### src/rtl/pipe_tx_width_packer.sv
`default_nettype none
// ============================================================================
// Module   : pipe_tx_width_packer
// Brief    : Packs a MAC byte stream (symbol + K flag) into 8/16/32-bit PIPE
//            TX words. Partial words are flushed on in_last with PAD_SYM/K=1
//            in the unused lanes. Valid/ready flow control on both sides.
// Revision : 1.0 - initial release
// ============================================================================
module pipe_tx_width_packer #(
  parameter int          PIPE_WIDTH = 32,
  parameter logic [7:0]  PAD_SYM    = 8'hF7,
  localparam int         NBYTES     = PIPE_WIDTH / 8
) (
  input  logic                  pclk,
  input  logic                  reset_n,
  input  logic [7:0]            in_data,
  input  logic                  in_datak,
  input  logic                  in_last,
  input  logic                  in_valid,
  output logic                  in_ready,
  output logic [PIPE_WIDTH-1:0] tx_data,
  output logic [NBYTES-1:0]     tx_datak,
  output logic [NBYTES-1:0]     tx_lane_en,
  output logic                  tx_valid,
  input  logic                  tx_ready,
  output logic [15:0]           word_cnt
);

  // Lane index width; a single-lane build still needs a 1-bit index.
  localparam int IW = (NBYTES > 1) ? $clog2(NBYTES) : 1;
  localparam logic [IW-1:0] c_LAST_LANE = IW'(NBYTES - 1);

  if (!(PIPE_WIDTH == 8 || PIPE_WIDTH == 16 || PIPE_WIDTH == 32)) begin : g_bad_width
    $error("pipe_tx_width_packer: PIPE_WIDTH must be 8, 16 or 32");
  end

  logic [IW-1:0]         r_idx;
  logic [PIPE_WIDTH-1:0] r_buf_data;
  logic [NBYTES-1:0]     r_buf_k;
  logic [NBYTES-1:0]     r_buf_en;
  logic [PIPE_WIDTH-1:0] r_tx_data;
  logic [NBYTES-1:0]     r_tx_k;
  logic [NBYTES-1:0]     r_tx_en;
  logic                  r_tx_valid;
  logic [15:0]           r_word_cnt;

  logic                  w_completes;
  logic                  w_accept;
  logic                  w_drain;
  logic [PIPE_WIDTH-1:0] w_buf_data;
  logic [NBYTES-1:0]     w_buf_k;
  logic [NBYTES-1:0]     w_buf_en;
  logic [PIPE_WIDTH-1:0] w_pad_data;
  logic [NBYTES-1:0]     w_pad_k;

  // Only the byte that closes a word can be stalled, and only by a full output register.
  always_comb begin
    w_completes = (r_idx == c_LAST_LANE) || in_last;
    in_ready    = !w_completes || !r_tx_valid || tx_ready;
    w_accept    = in_valid && in_ready;
    w_drain     = r_tx_valid && tx_ready;
  end

  // Merge the incoming byte into its lane, then pad every lane that holds no real byte.
  always_comb begin
    w_buf_data = r_buf_data;
    w_buf_k    = r_buf_k;
    w_buf_en   = r_buf_en;
    w_pad_data = '0;
    w_pad_k    = '0;
    for (int i = 0; i < NBYTES; i++) begin
      if (w_accept && (r_idx == IW'(i))) begin
        w_buf_data[i*8 +: 8] = in_data;
        w_buf_k[i]           = in_datak;
        w_buf_en[i]          = 1'b1;
      end
    end
    // Lanes fill contiguously from 0 and the buffer is cleared per word, so !en marks pad lanes.
    for (int i = 0; i < NBYTES; i++) begin
      if (w_buf_en[i]) begin
        w_pad_data[i*8 +: 8] = w_buf_data[i*8 +: 8];
        w_pad_k[i]           = w_buf_k[i];
      end else begin
        w_pad_data[i*8 +: 8] = PAD_SYM;
        w_pad_k[i]           = 1'b1;
      end
    end
  end

  // Accumulation buffer and lane index: advance on each byte, clear when a word completes.
  always_ff @(posedge pclk or negedge reset_n) begin
    if (!reset_n) begin
      r_idx      <= '0;
      r_buf_data <= '0;
      r_buf_k    <= '0;
      r_buf_en   <= '0;
    end else if (w_accept) begin
      if (w_completes) begin
        r_idx      <= '0;
        r_buf_data <= '0;
        r_buf_k    <= '0;
        r_buf_en   <= '0;
      end else begin
        r_idx      <= r_idx + IW'(1);
        r_buf_data <= w_buf_data;
        r_buf_k    <= w_buf_k;
        r_buf_en   <= w_buf_en;
      end
    end
  end

  // Output holding register: a completion reloads it (even while draining), a bare drain empties it.
  always_ff @(posedge pclk or negedge reset_n) begin
    if (!reset_n) begin
      r_tx_data  <= '0;
      r_tx_k     <= '0;
      r_tx_en    <= '0;
      r_tx_valid <= 1'b0;
    end else if (w_accept && w_completes) begin
      r_tx_data  <= w_pad_data;
      r_tx_k     <= w_pad_k;
      r_tx_en    <= w_buf_en;
      r_tx_valid <= 1'b1;
    end else if (w_drain) begin
      r_tx_valid <= 1'b0;
    end
  end

  // Saturating count of words handed to the PHY.
  always_ff @(posedge pclk or negedge reset_n) begin
    if (!reset_n) begin
      r_word_cnt <= '0;
    end else if (w_drain && (r_word_cnt != 16'hFFFF)) begin
      r_word_cnt <= r_word_cnt + 16'd1;
    end
  end

  assign tx_data    = r_tx_data;
  assign tx_datak   = r_tx_k;
  assign tx_lane_en = r_tx_en;
  assign tx_valid   = r_tx_valid;
  assign word_cnt   = r_word_cnt;

endmodule
`default_nettype wire

### config.mk
export PLATFORM = sky130hd
export DESIGN_NAME = pipe_tx_width_packer
export DESIGN_NICKNAME = d
export VERILOG_FILES = /design/src/rtl/pipe_tx_width_packer.sv
export SDC_FILE = /design/constraint.sdc
export NUM_CORES = 1
export LEC_CHECK = 0
export CORE_MARGIN = 2
export CORE_UTILIZATION = 55
export CTS_BUF_LIST = sky130_fd_sc_hd__clkbuf_8
export CTS_CLUSTER_DIAMETER = 200
export DETAILED_ROUTE_END_ITERATION = 8
export PLACE_DENSITY = 0.8
export REMOVE_ABC_BUFFERS = 1
export SYNTH_ARGS = -nofsm -noshare
export SYNTH_HDL_FRONTEND = slang
export SYNTH_SLANG_ARGS = --single-unit
### constraint.sdc
create_clock -name pclk -period 2.2 [get_ports pclk]
set_input_delay 0.44 -clock pclk [delete_from_list [all_inputs] [get_ports pclk]]
set_output_delay 0.44 -clock pclk [all_outputs]
set_load 0.01 [all_outputs]
# [Word-level counts from Yosys, hierarchy flattened]
# Cells that the tools add are included.
[op_classes] n_eq_ne=4 n_addsub=2 muxes=26 reduce_logical=15
[op_table] operator="8-bit 2-to-1 mux" count=8
[op_table] operator="32-bit 2-to-1 mux" count=1
[op_table] operator="16-bit by 1-bit adder with 16-bit output, second input constant" count=1
[op_table] operator="16-bit != test, second input constant" count=1
[op_table] operator="1-bit 2-to-1 mux" count=14
[op_table] operator="1-bit logical AND" count=8
[op_table] operator="4-bit 2-to-1 mux" count=2
[op_table] operator="2-bit equality test, second input constant" count=2
[op_table] operator="1-bit logical OR" count=3
[op_table] operator="2-bit by 1-bit adder with 2-bit output, second input constant" count=1
[op_table] operator="2-bit by 1-bit equality test with 1-bit output, second input constant" count=1
[op_table] operator="1-bit logical NOT" count=2
[op_table] operator="2-bit logical NOT" count=1
[op_table] operator="2-bit 2-to-1 mux" count=1
[op_table] operator="2-bit nonzero test" count=1
[totals] reg_bits=99 inputBits=14 word_cells=56 output_inout_bits=58

# [Longest topological paths before layout]
# Gate-level depths: netlist of run 1.
[depth] ltp_word=9 depth_mapped=7 ltp_nobuf=5

# [Least setup slack after synthesis of run 1]
# OpenSTA, ideal clock, no wires.
[synth_timing] path_type="flip-flop to flip-flop" start="register r_idx[0]" end="register r_buf_data[16]" arrival_time_ps=1620 slack_ps=459 path_stages_with_launch=8 synth_period_minus_slack_ps=1741 t_required_ps=2079 setup_ps=121 path_buffers=2 cell_sequence="dfrtp_1 > ha_1 > or2_1 > buf_2 > a21oi_2 > buf_4 > o21ai_2 > a22o_1"
[synth_via] elab_chain_cells=9 elab_cells_between_ends=10 classes_between="eq/ne (2); mux (2); reduce/logical (6)"
[synth_rtl] element="from (decl)" line="37" text="logic [IW-1:0] r_idx;"
[synth_rtl] element="from (signal assigned)" line="104" text="r_idx <= r_idx + IW'(1);"
[synth_rtl] element="2-bit equality test" line="58" text="w_completes = (r_idx == c_LAST_LANE) || in_last;"
[synth_rtl] element="1-bit logical OR" line="58"
[synth_rtl] element="1-bit logical NOT" line="59" text="in_ready = !w_completes || !r_tx_valid || tx_ready;"
[synth_rtl] element="1-bit logical OR (2 in a row)" line="59"
[synth_rtl] element="1-bit logical AND" line="60" text="w_accept = in_valid && in_ready;"
[synth_rtl] element="1-bit logical AND" line="72" text="if (w_accept && (r_idx == IW'(i))) begin"
[synth_rtl] element="8-bit 2-to-1 mux" line="72"
[synth_rtl] element="32-bit 2-to-1 mux" line="98" text="if (w_completes) begin"
[synth_rtl] element="to (signal assigned)" line="105" text="r_buf_data <= w_buf_data;"
[synth_rtl] element="to (decl)" line="38" text="logic [PIPE_WIDTH-1:0] r_buf_data;"
# Parallel ways exist; a longest one is shown, timed or not.
# A chain may end at the register's enable or synchronous reset.

# [Worst setup path after layout of run 1]
[layout_timing] start="register r_idx[0]" end="output in_ready"
[layout_via] elab_chain_cells=5
[layout_rtl] element="2-bit equality test" line="58"
[layout_rtl] element="1-bit logical OR" line="58"
[layout_rtl] element="1-bit logical NOT" line="59"
[layout_rtl] element="1-bit logical OR (2 in a row)" line="59"
[layout_rtl] element="to (decl)" line="20" text="output logic in_ready,"
# Every way passes these cells.

==> summary.txt, run 1 <==
Outcome
  – Outcome: complete, no violations

Synth
  – Cell taking the most area after synthesis: dfrtp_1
  – Post-synth top area share: 0.566
  – Mapped Area: 4380 sq um
  – Cell variety after synth: 44
  – Main synth FF type: dfrtp_1
  – Asr flop ratio synth: 1.00
  – Register bit count reported by yosys: 99
  – Synth top cells by count: dfrtp_1, o21ai_0, nand2_1
  – Post-Syn Instances: 398
  – Top post-synthesis cells by area: dfrtp_1, o21ai_0, a22o_1
  – Most common cell in the synthesized netlist: dfrtp_1
  – Ys Warns: 0
  – Average cell area after synthesis: 11.0 sq um
  – EDFF count, synth: 0
  – Register area share after synthesis: 0.566

Critical path
  – Worst Path Required: 1760 ps
  – Crit path from: r_idx[0]
  – Worst reg2reg setup slack: 340 ps
  – Reg-to-Reg Start: r_idx[0]
  – Crit path DAT: 1560 ps
  – Startpoint Class: register
  – Critical path peak fanout: 4
  – CP Class: register to output port
  – Crit. End Element: output port

STA
  – Final Hold Fails: 0
  – Period minus WS final: 2000 ps
  – Slew Limit Fails: 0
  – RSZ-0062 raised after global routing: no
  – Final Setup Violations: 0
  – Worst Tran Pin Value: 423 ps
  – Final Hold Slack: 488 ps
  – Setup TNS Final: 0 ps
  – Relative slew slack: 0.718
  – Tcrit/Tclk final: 0.908
  – Final WS setup: 203 ps
  – Clock Skews: 12.8 ps
  – Max Fclk: 501 MHz

Floorplan
  – Core ar.: 7730 sq um
  – Cell Rows: 32
  – Die width: 93.2 um
  – I/O pins: 72
  – Die height: 93.2 um
  – Initial Util: 0.566
  – Die area: 8680 sq um

Cells and area
  – # diodes: 0
  – Fin cells: 586
  – Multi-input logic area: 1800 sq um
  – # fillers: 578
  – Fin nets: 499
  – Area Overhead vs Synth: 26.0%
  – Fraction of layout cells with a size suffix above 1: 0.103
  – FF+latch area: 2480 sq um

Global routing
  – Total track usage: 0.240
  – Largest net degree at the start of global routing: 51
  – Initial antenna violation count: 0
  – GRT overflow: 0
  – Number of global-route vias before repair: 3238
  – Wire length of the first global-routing pass: 16400 um

Clock network
  – CTS root buf: clkbuf_8
  – Clock latency on the worst-skew pair: 360 ps
  – H-Tree Depth: 3
  – TritonCTS clock tree: built
  – CTS buffer count: 9
  – Clock slew at reported path FFs: 90 ps
  – Clk sink count: 99
  – Clock Path Buffers: 2

Detailed routing
  – Number of DRC markers in iteration 0: 163
  – Drt via density: 5.87
  – Detailed-route DRC error count: 0
  – Vias: 3442
  – Drt pass-1 iters: 4
  – Mean routed wirelength per cell: 16.5 um
  – Post-DRT Antenna Nets: 0
  – Routed WL: 9690 um

Pwr
  – Pwr/cell area: 958 nW/um^2
  – VDD IR max: 0.000627 V
  – Total power: 5.28 mW
  – Static leakage power: 2.55 nW

Hold path
  – Hold path start: tx_data[8]
  – Hold Path Class: register to register

Placement
  – Setup WS pre-CTS: 85.8 ps
  – HPWL after DPL: 6580 um
  – IO Port Bufs: 71
  – Placed Cells: 570
  – Routability congestion estimate: 0.853

Flow run
  – Max-capacitance violation count: 0
[where the power goes]
part / switching [mW] / total (mW) / internal [mW]
logic: 0.668 / 1.51 / 0.844
clock network: 0.626 / 1.26 / 0.639
registers: 0.313 / 2.50 / 2.19
[per-layer routing]
metal	share of wire	track usage
met5	0	0
met1	0.45	0.350
met4	0.012	0.0711
met2	0.48	0.377
met3	0.054	0.0338
[sequential cells by signal (all words and copies together) (netlist names)]
name,count
tx_valid,1
r_buf_k,4
r_idx,2
word_cnt,16
tx_datak,4
r_buf_en,4
tx_data,32
r_buf_data,32
tx_lane_en,4
[metrics by stage]
step	util	cell area [sq um]
floorplan	-	4290
global placement	0.685	5290
detailed placement	0.685	5290
CTS	0.714	5510
global route	0.714	5510
finish	0.714	5510
[repair_timing]
item / in CTS / in global routing
setup buffers: 0 / 0
endpoints found under the hold margin: 8 / 0
hold buffers: 1 / 0
setup endpoints to repair: 1 / 0
gates resized for setup: 2 / 0
[kinds of logic (layout without fill, tap and decap cells)]
kind of cell,after synthesis,after routing,synth area share
AO/OA/AOI/OAI,111,111,0.158
XOR/XNOR,10,10,0.0200
adder cells (fa/ha/maj),5,5,0.0143
buffers and inverters,23,109,0.0237
flip-flops,99,99,0.566
multiplexers,13,13,0.0317
AND/OR/NAND/NOR,137,137,0.186
[cells in the final DEF, fill, tap and decap left out, types with 3 or more instances in the layout]
cell type / n
buf_12: 3
nand3_1: 11
inv_1: 5
and2_1: 11
mux2i_1: 9
and3_1: 4
nand2_1: 36
and3b_1: 24
a21oi_1: 17
o21ai_2: 3
a31oi_1: 4
xor2_1: 6
dfrtp_1: 99
clkbuf_8: 9
o21ai_0: 53
ha_1: 4
nor2b_1: 3
nor3_1: 5
buf_4: 15
a22o_1: 28
clkdlybuf4s50_1: 69
nand4_1: 7
nor2_1: 20
xnor2_1: 4
o211ai_1: 3
[cell type report]
cell class,count,area share
sequential,99,0.449
clock buffer,9,0.0225
timing repair buffer,89,0.160
clock inverter,6,0.0159
multi-input combinational,276,0.326
inverter,5,0.00340
tap,102,0.0231
[critical path: stages, from the launching register on]
cell and delay, ps:
dfrtp_1 410, ha_2 230, or2_1 250, nand2_1 60
dlygate4sd2_1 260
[worst paths after layout]
check,end,cells past startpoint
worst max-delay path,in_ready,4
worst min-delay path,tx_data[8],2
worst max register to register,r_buf_data[1],7
worst min register to register,tx_data[8],2
max in group asynchronous,r_buf_en[3],3
min in group asynchronous,tx_data[17],2
No activity file was read; power rests on OpenSTA's default activity.
==> inputs of run 2 (changes only) <==
--- a/config.mk
+++ b/config.mk
@@ -6,11 +6,11 @@
 export NUM_CORES = 1
 export LEC_CHECK = 0
 export CORE_MARGIN = 2
-export CORE_UTILIZATION = 55
+export CORE_UTILIZATION = 34
 export CTS_BUF_LIST = sky130_fd_sc_hd__clkbuf_8
 export CTS_CLUSTER_DIAMETER = 200
 export DETAILED_ROUTE_END_ITERATION = 8
-export PLACE_DENSITY = 0.8
+export PLACE_DENSITY = 0.53
 export REMOVE_ABC_BUFFERS = 1
 export SYNTH_ARGS = -nofsm -noshare
 export SYNTH_HDL_FRONTEND = slang
==> summary.txt, run 2 (same netlist as run 1, synthesis figures left out) <==
Global routing
  – Wire length of the first global-routing pass: 18000 um (+10%)
  – Largest net degree at the start of global routing: 43 (-16%)
  – GRT overflow: 0 (unchanged)
  – Number of global-route vias before repair: 3395 (+4.8%)
  – Initial antenna violation count: 0 (unchanged)
  – Total track usage: 0.163 (-0.0763)

Placement
  – HPWL after DPL: 7520 um (+14%)
  – IO Port Bufs: 71 (unchanged)
  – Setup WS pre-CTS: 57.5 ps (-28.3 ps)
  – Placed Cells: 647 (+14%)
  – Routability congestion estimate: 0.845 (-0.94%)

Detailed routing
  – Number of DRC markers in iteration 0: 159 (-2.5%)
  – Routed WL: 10700 um (+11%)
  – Drt via density: 4.95 (-16%)
  – Mean routed wirelength per cell: 16.2 um (-2.2%)
  – Vias: 3283 (-4.6%)
  – Detailed-route DRC error count: 0 (unchanged)
  – Post-DRT Antenna Nets: 0 (unchanged)
  – Drt pass-1 iters: 4 (unchanged)

Floorplan
  – Core ar.: 12600 sq um (+63%)
  – I/O pins: 72 (unchanged)
  – Die height: 117 um (+26%)
  – Die area: 13800 sq um (+59%)
  – Cell Rows: 41 (+28%)
  – Die width: 117 um (+26%)
  – Initial Util: 0.348 (-0.218)

Critical path
  – Crit. End Element: output port
  – Slowest stage delay, CP: 410 ps (about the same)
  – R2R Path End: word_cnt[1]
  – CP Class: register to output port
  – Worst reg2reg setup slack: 340 ps (about the same)
  – Reg-to-Reg Start: word_cnt[0]
  – Worst Path Required: 1760 ps (about the same)
  – Critical path peak fanout: 4 (unchanged)
  – Worst Reg-to-Reg Cells: 5 (-2)
  – Crit path DAT: 1600 ps (+40 ps)
  – Worst-path cell chain: ha_2, or2_1, nand2_1, dlygate4sd2_1
  – Crit path from: r_idx[0]
  – CP endpoint: in_ready
  – Startpoint Class: register
  – CP max stage cell: dfrtp_1

Pwr
  – VDD IR max: 0.000381 V (-39%)
  – Static leakage power: 2.58 nW (+1.2%)
  – Sequential share of power: 0.472 (-0.002)
  – Pwr/cell area: 938 nW/um^2 (-2.0%)
  – Switching share of power: 0.306 (+0.00120)
  – Switching power total: 1.62 mW (+0.49%)
  – Share of total power in the clock network: 0.238 (-0.002)
  – Comb pwr share: 0.290 (+0.004)
  – Internal power: 3.67 mW (about the same)

STA
  – Final Setup Violations: 0 (unchanged)
  – Max Fclk: 490 MHz (-2.1%)
  – Setup TNS Final: 0 ps (unchanged)
  – Final Hold Fails: 0 (unchanged)
  – Worst Tran Pin Value: 560 ps (+137 ps)
  – Period minus WS final: 2040 ps (+42.0 ps)
  – RSZ-0062 raised after global routing: no
  – Tcrit/Tclk final: 0.927 (+0.0191)
  – Relative slew slack: 0.627 (-0.0911)
  – Clock Skews: 10.0 ps (-2.73 ps)
  – Slew Limit Fails: 0 (unchanged)
  – Final WS setup: 161 ps (-42.0 ps)

Clock network
  – Hold buffer count at cts: 0 (-1)
  – CTS root buf: clkbuf_8
  – Clock latency on the worst-skew pair: 370 ps (about the same)
  – Clk sink count: 99 (unchanged)
  – Setup bufs post-CTS: 0 (unchanged)
  – H-Tree Depth: 3 (unchanged)
  – TritonCTS clock tree: built
  – Clock slew at reported path FFs: 100 ps (about the same)
  – CTS buffer count: 9 (unchanged)
  – Clock Path Buffers: 2 (unchanged)
  – Post-CTS Resized: 2 (unchanged)

Hold path
  – Hold Path Class: primary input to asynchronous set/reset pin

Cells and area
  – # fillers: 1236 (+110%)
  – Area Overhead vs Synth: 28.8%
  – Fin cells: 663 (+13%)
  – # diodes: 0 (unchanged)
  – Most common cell after layout, fill and taps aside: dfrtp_1
  – Fraction of layout cells with a size suffix above 1: 0.116 (+0.0128)
  – Fin nets: 505 (+1.2%)
  – Commonest cells after routing, fill and taps aside: dfrtp_1, clkdlybuf4s50_1, o21ai_0

Outcome
  – Outcome: complete, no violations

Flow run
  – Max-capacitance violation count: 0 (unchanged)
run 2: changes by cell type in the layout (fill, tap and decap cells not counted):
cell,change
buf_4,+8
clkinv_2,+2
inv_6,-2
buf_12,-1
dlygate4sd3_1,-1
inv_1,+1
nor3_2,-1
nor3_4,+1
run 2: how the worst min path moves through the flow:
| stage | startpoint | end | slack [ps] | cells after the start |
|---|---|---|---|---|
| floorplan | reset_n | r_buf_data[0] | 140 | 0 |
| global placement | r_buf_data[27] | r_buf_data[27] | 460 | 1 |
| detailed placement | reset_n | tx_data[18] | 470 | 1 |
| CTS | reset_n | tx_data[8] | 60 | 1 |
| global route | reset_n | tx_data[18] | 80 | 1 |
| finish | reset_n | tx_data[8] | 50 | 1 |
run 2: metrics by stage:
| stage | util | total power, mW | hold slack, ps | cell area [sq um] |
|---|---|---|---|---|
| 3_3_place_gp | 0.432 | 4.06 | 465 | 5430 |
| 4_1_cts | 0.448 | 5.36 | 57.8 | 5630 |
| 2_1_floorplan | - | 3.17 | 144 | 4290 |
| 3_5_place_dp | 0.432 | 4.09 | 470 | 5430 |
| 5_1_grt | 0.448 | 5.61 | 83.9 | 5630 |
| 6_report | 0.448 | 5.28 | 54.5 | 5630 |
run 2: power groups by stage:
stage / Clock [mW] / Combinational, mW / Sequential, mW
after global routing: 1.37 / 1.68 / 2.56
after detailed placement: 0 / 1.55 / 2.54
after floorplan: 0 / 0.583 / 2.59
after global placement: 0 / 1.53 / 2.53
after CTS: 1.30 / 1.56 / 2.50
final: 1.26 / 1.53 / 2.50
run 2: area by class of cell:
cell class	instances	area, sq um	area share
clock buffer	9	124	0.0220
clock inverter	7	83.8	0.0149
inverter	5	18.8	0.00333
multi-input combinational	276	1800	0.320
sequential	99	2480	0.440
tap	172	215	0.0382
timing repair buffer	95	912	0.162
run 2: worst max-delay path: cells and delay by family, from the launching register on:
kind / cells / cell delay [ps]
flops: 1 / 410
simple gates: 2 / 320
buf+inv: 1 / 260
fa+ha+maj: 1 / 230
run 2: metal layers:
metal / part of all wire / GRT usage / routed length [um] / up-vias
li1: - / - / - / 1608
met4: 0.011 / 0.0595 / 120 / 0
met3: 0.035 / 0.0331 / 371 / 10
met2: 0.46 / 0.251 / 4980 / 71
met1: 0.49 / 0.229 / 5250 / 1594
met5: 0 / 0 / 0 / -
==> inputs of run 3 (changes only) <==
--- a/config.mk
+++ b/config.mk
@@ -10,7 +10,7 @@
 export CTS_BUF_LIST = sky130_fd_sc_hd__clkbuf_8
 export CTS_CLUSTER_DIAMETER = 200
 export DETAILED_ROUTE_END_ITERATION = 8
-export PLACE_DENSITY = 0.53
+export PLACE_DENSITY = 0.55
 export REMOVE_ABC_BUFFERS = 1
 export SYNTH_ARGS = -nofsm -noshare
 export SYNTH_HDL_FRONTEND = slang
==> constraint.sdc (replaced) <==
create_clock -name pclk -period 1.85 [get_ports pclk]
set_input_delay 0.37 -clock pclk [delete_from_list [all_inputs] [get_ports pclk]]
set_output_delay 0.37 -clock pclk [all_outputs]
set_load 0.01 [all_outputs]
==> summary.txt, run 3 (same netlist as run 1, synthesis figures left out) <==
Critical path
  – CP Class: register to output port
  – CP top delay family: buffers and inverters
  – Worst-path cell chain: clkdlybuf4s50_1
  – Worst Path Required: 1480 ps (-280 ps)
  – Startpoint Class: register
  – WP buf/inv: 1 (unchanged)
  – Crit path DAT: 1430 ps (-170 ps)
  – Crit. End Element: output port
  – CP max stage cell: clkdlybuf4s50_1
  – Critical path peak fanout: 6 (+2)
  – Slowest stage delay, CP: 580 ps (+170 ps)

STA
  – Final Setup Violations: 0 (unchanged)
  – Final Hold Slack: 484 ps (+429 ps)
  – Relative slew slack: 0.726 (+0.0990)
  – Period minus WS final: 1800 ps
  – Max Fclk: 554 MHz
  – Worst Tran Pin Value: 411 ps (-148 ps)
  – Clock Skews: 11.1 ps (+1.09 ps)
  – Final Hold Fails: 0 (unchanged)
  – Slew Limit Fails: 0 (unchanged)
  – RSZ-0062 raised after global routing: yes
  – Tcrit/Tclk final: 0.975

Detailed routing
  – Post-DRT Antenna Nets: 0 (unchanged)
  – Drt pass-1 iters: 4 (unchanged)
  – Vias: 3416 (+4.1%)
  – Routed WL: 11100 um (+3.3%)
  – Drt via density: 5.02 (+1.4%)
  – Detailed-route DRC error count: 0 (unchanged)
  – Number of DRC markers in iteration 0: 197 (+24%)
  – Mean routed wirelength per cell: 16.3 um (+0.67%)

Placement
  – Routability congestion estimate: 0.870 (+3.0%)
  – HPWL after DPL: 7810 um (+3.8%)
  – IO Port Bufs: 71 (unchanged)

Cells and area
  – Most common cell after layout, fill and taps aside: dfrtp_1
  – Commonest cells after routing, fill and taps aside: dfrtp_1, clkdlybuf4s50_1, o21ai_0
  – Fin nets: 522 (+3.4%)
  – Post-layout util: 0.465 (+0.0162)
  – Fraction of layout cells with a size suffix above 1: 0.150 (+0.0335)
  – # diodes: 0 (unchanged)
  – Area Overhead vs Synth: 33.4%
  – # fillers: 1202 (-2.8%)

Floorplan
  – Die area: 13800 sq um (unchanged)
  – I/O pins: 72 (unchanged)
  – Cell Rows: 41 (unchanged)
  – Die width: 117 um (unchanged)
  – Die height: 117 um (unchanged)
  – Core ar.: 12600 sq um (unchanged)
  – Initial Util: 0.348 (unchanged)

Global routing
  – GRT overflow: 0 (unchanged)
  – Number of global-route vias before repair: 3472 (+2.3%)
  – Largest net degree at the start of global routing: 37 (-14%)
  – Initial antenna violation count: 0 (unchanged)
  – Total track usage: 0.168 (+0.00431)
  – Wire length of the first global-routing pass: 18400 um (+2.3%)

Outcome
  – Outcome: complete, no violations

Pwr
  – Static leakage power: 2.71 nW (+4.9%)
  – VDD IR max: 0.000434 V (+14%)
  – Pwr/cell area: 1120 nW/um^2 (+19%)
  – Total power: 6.54 mW (+24%)

Clock network
  – Clock latency on the worst-skew pair: 370 ps (about the same)
  – Clock Path Buffers: 2 (unchanged)
  – Clk sink count: 99 (unchanged)
  – H-Tree Depth: 3 (unchanged)
  – TritonCTS clock tree: built
  – Clock slew at reported path FFs: 100 ps (about the same)
  – CTS buffer count: 9 (unchanged)
  – CTS root buf: clkbuf_8

Hold path
  – Hold Path Class: primary input to asynchronous set/reset pin

Flow run
  – Max-capacitance violation count: 0 (unchanged)
run 3: cell types whose count changed in the layout (fill, tap and decap cells not counted), sizes merged:
cell / change
buf: +17
bufinv: +1
clkdlybuf4s50: -3
clkinv: -3
clkinvlp: +2
dlygate4sd3: +1
dlymetal6s2s: +2
run 3: layout make-up:
class                   instances  area (sq um)  share of cell area
clock buffers                   9           124              0.0212
multi-input cells             276          1800               0.309
well taps                     172           215              0.0369
flip-flops and latches         99          2480               0.425
clock inverters                 7           118              0.0201
inverters                       5          18.8             0.00321
repair buffers                112          1080               0.185
run 3: repair_timing:
item | in CTS | in global routing
pin swaps | 0 | 1
hold buffers | 1 | 0
setup endpoints to repair | 4 | 9
cloned | 0 | 0
gates resized for setup | 6 | 4
endpoints found under the hold margin | 27 | 0
buffers inserted | 2 | 0
run 3: path summary, 6_finish.rpt:
path | start | to | slack, ps | depth (start not counted)
setup / recovery | word_cnt[4] | word_cnt[4] | 50 | 1
hold / removal | reset_n | r_buf_data[11] | 480 | 2
setup reg to reg | r_idx[0] | r_buf_data[2] | 80 | 7
hold reg to reg | tx_data[14] | tx_data[14] | 490 | 2
max in group asynchronous | reset_n | word_cnt[3] | 820 | 3
min in group pclk | tx_data[14] | tx_data[14] | 490 | 2
run 3: layer usage:
metal  up-vias  track usage  wire length [um]
li1       1630            -                 -
met1      1693        0.229              5320
met2        80        0.268              5150
met3        13       0.0321               444
met4         0       0.0587               150
met5         -            0                 0
run 3: power by group:
group / switching, mW / internal (mW)
clock network: 0.772 / 0.895
logic: 0.858 / 1.07
registers: 0.344 / 2.61
run 3: through the flow:
step	cells	TNS, ps	setup WS (ps)	instance area (sq um)
after detailed placement	661	-5510	-143	5570
after CTS	680	0	10.3	5830
after global placement	661	-3260	-123	5570
final	680	0	45.7	5840
after global routing	680	-2.94	-1.94	5840
after floorplan	380	-5110	-198	4290
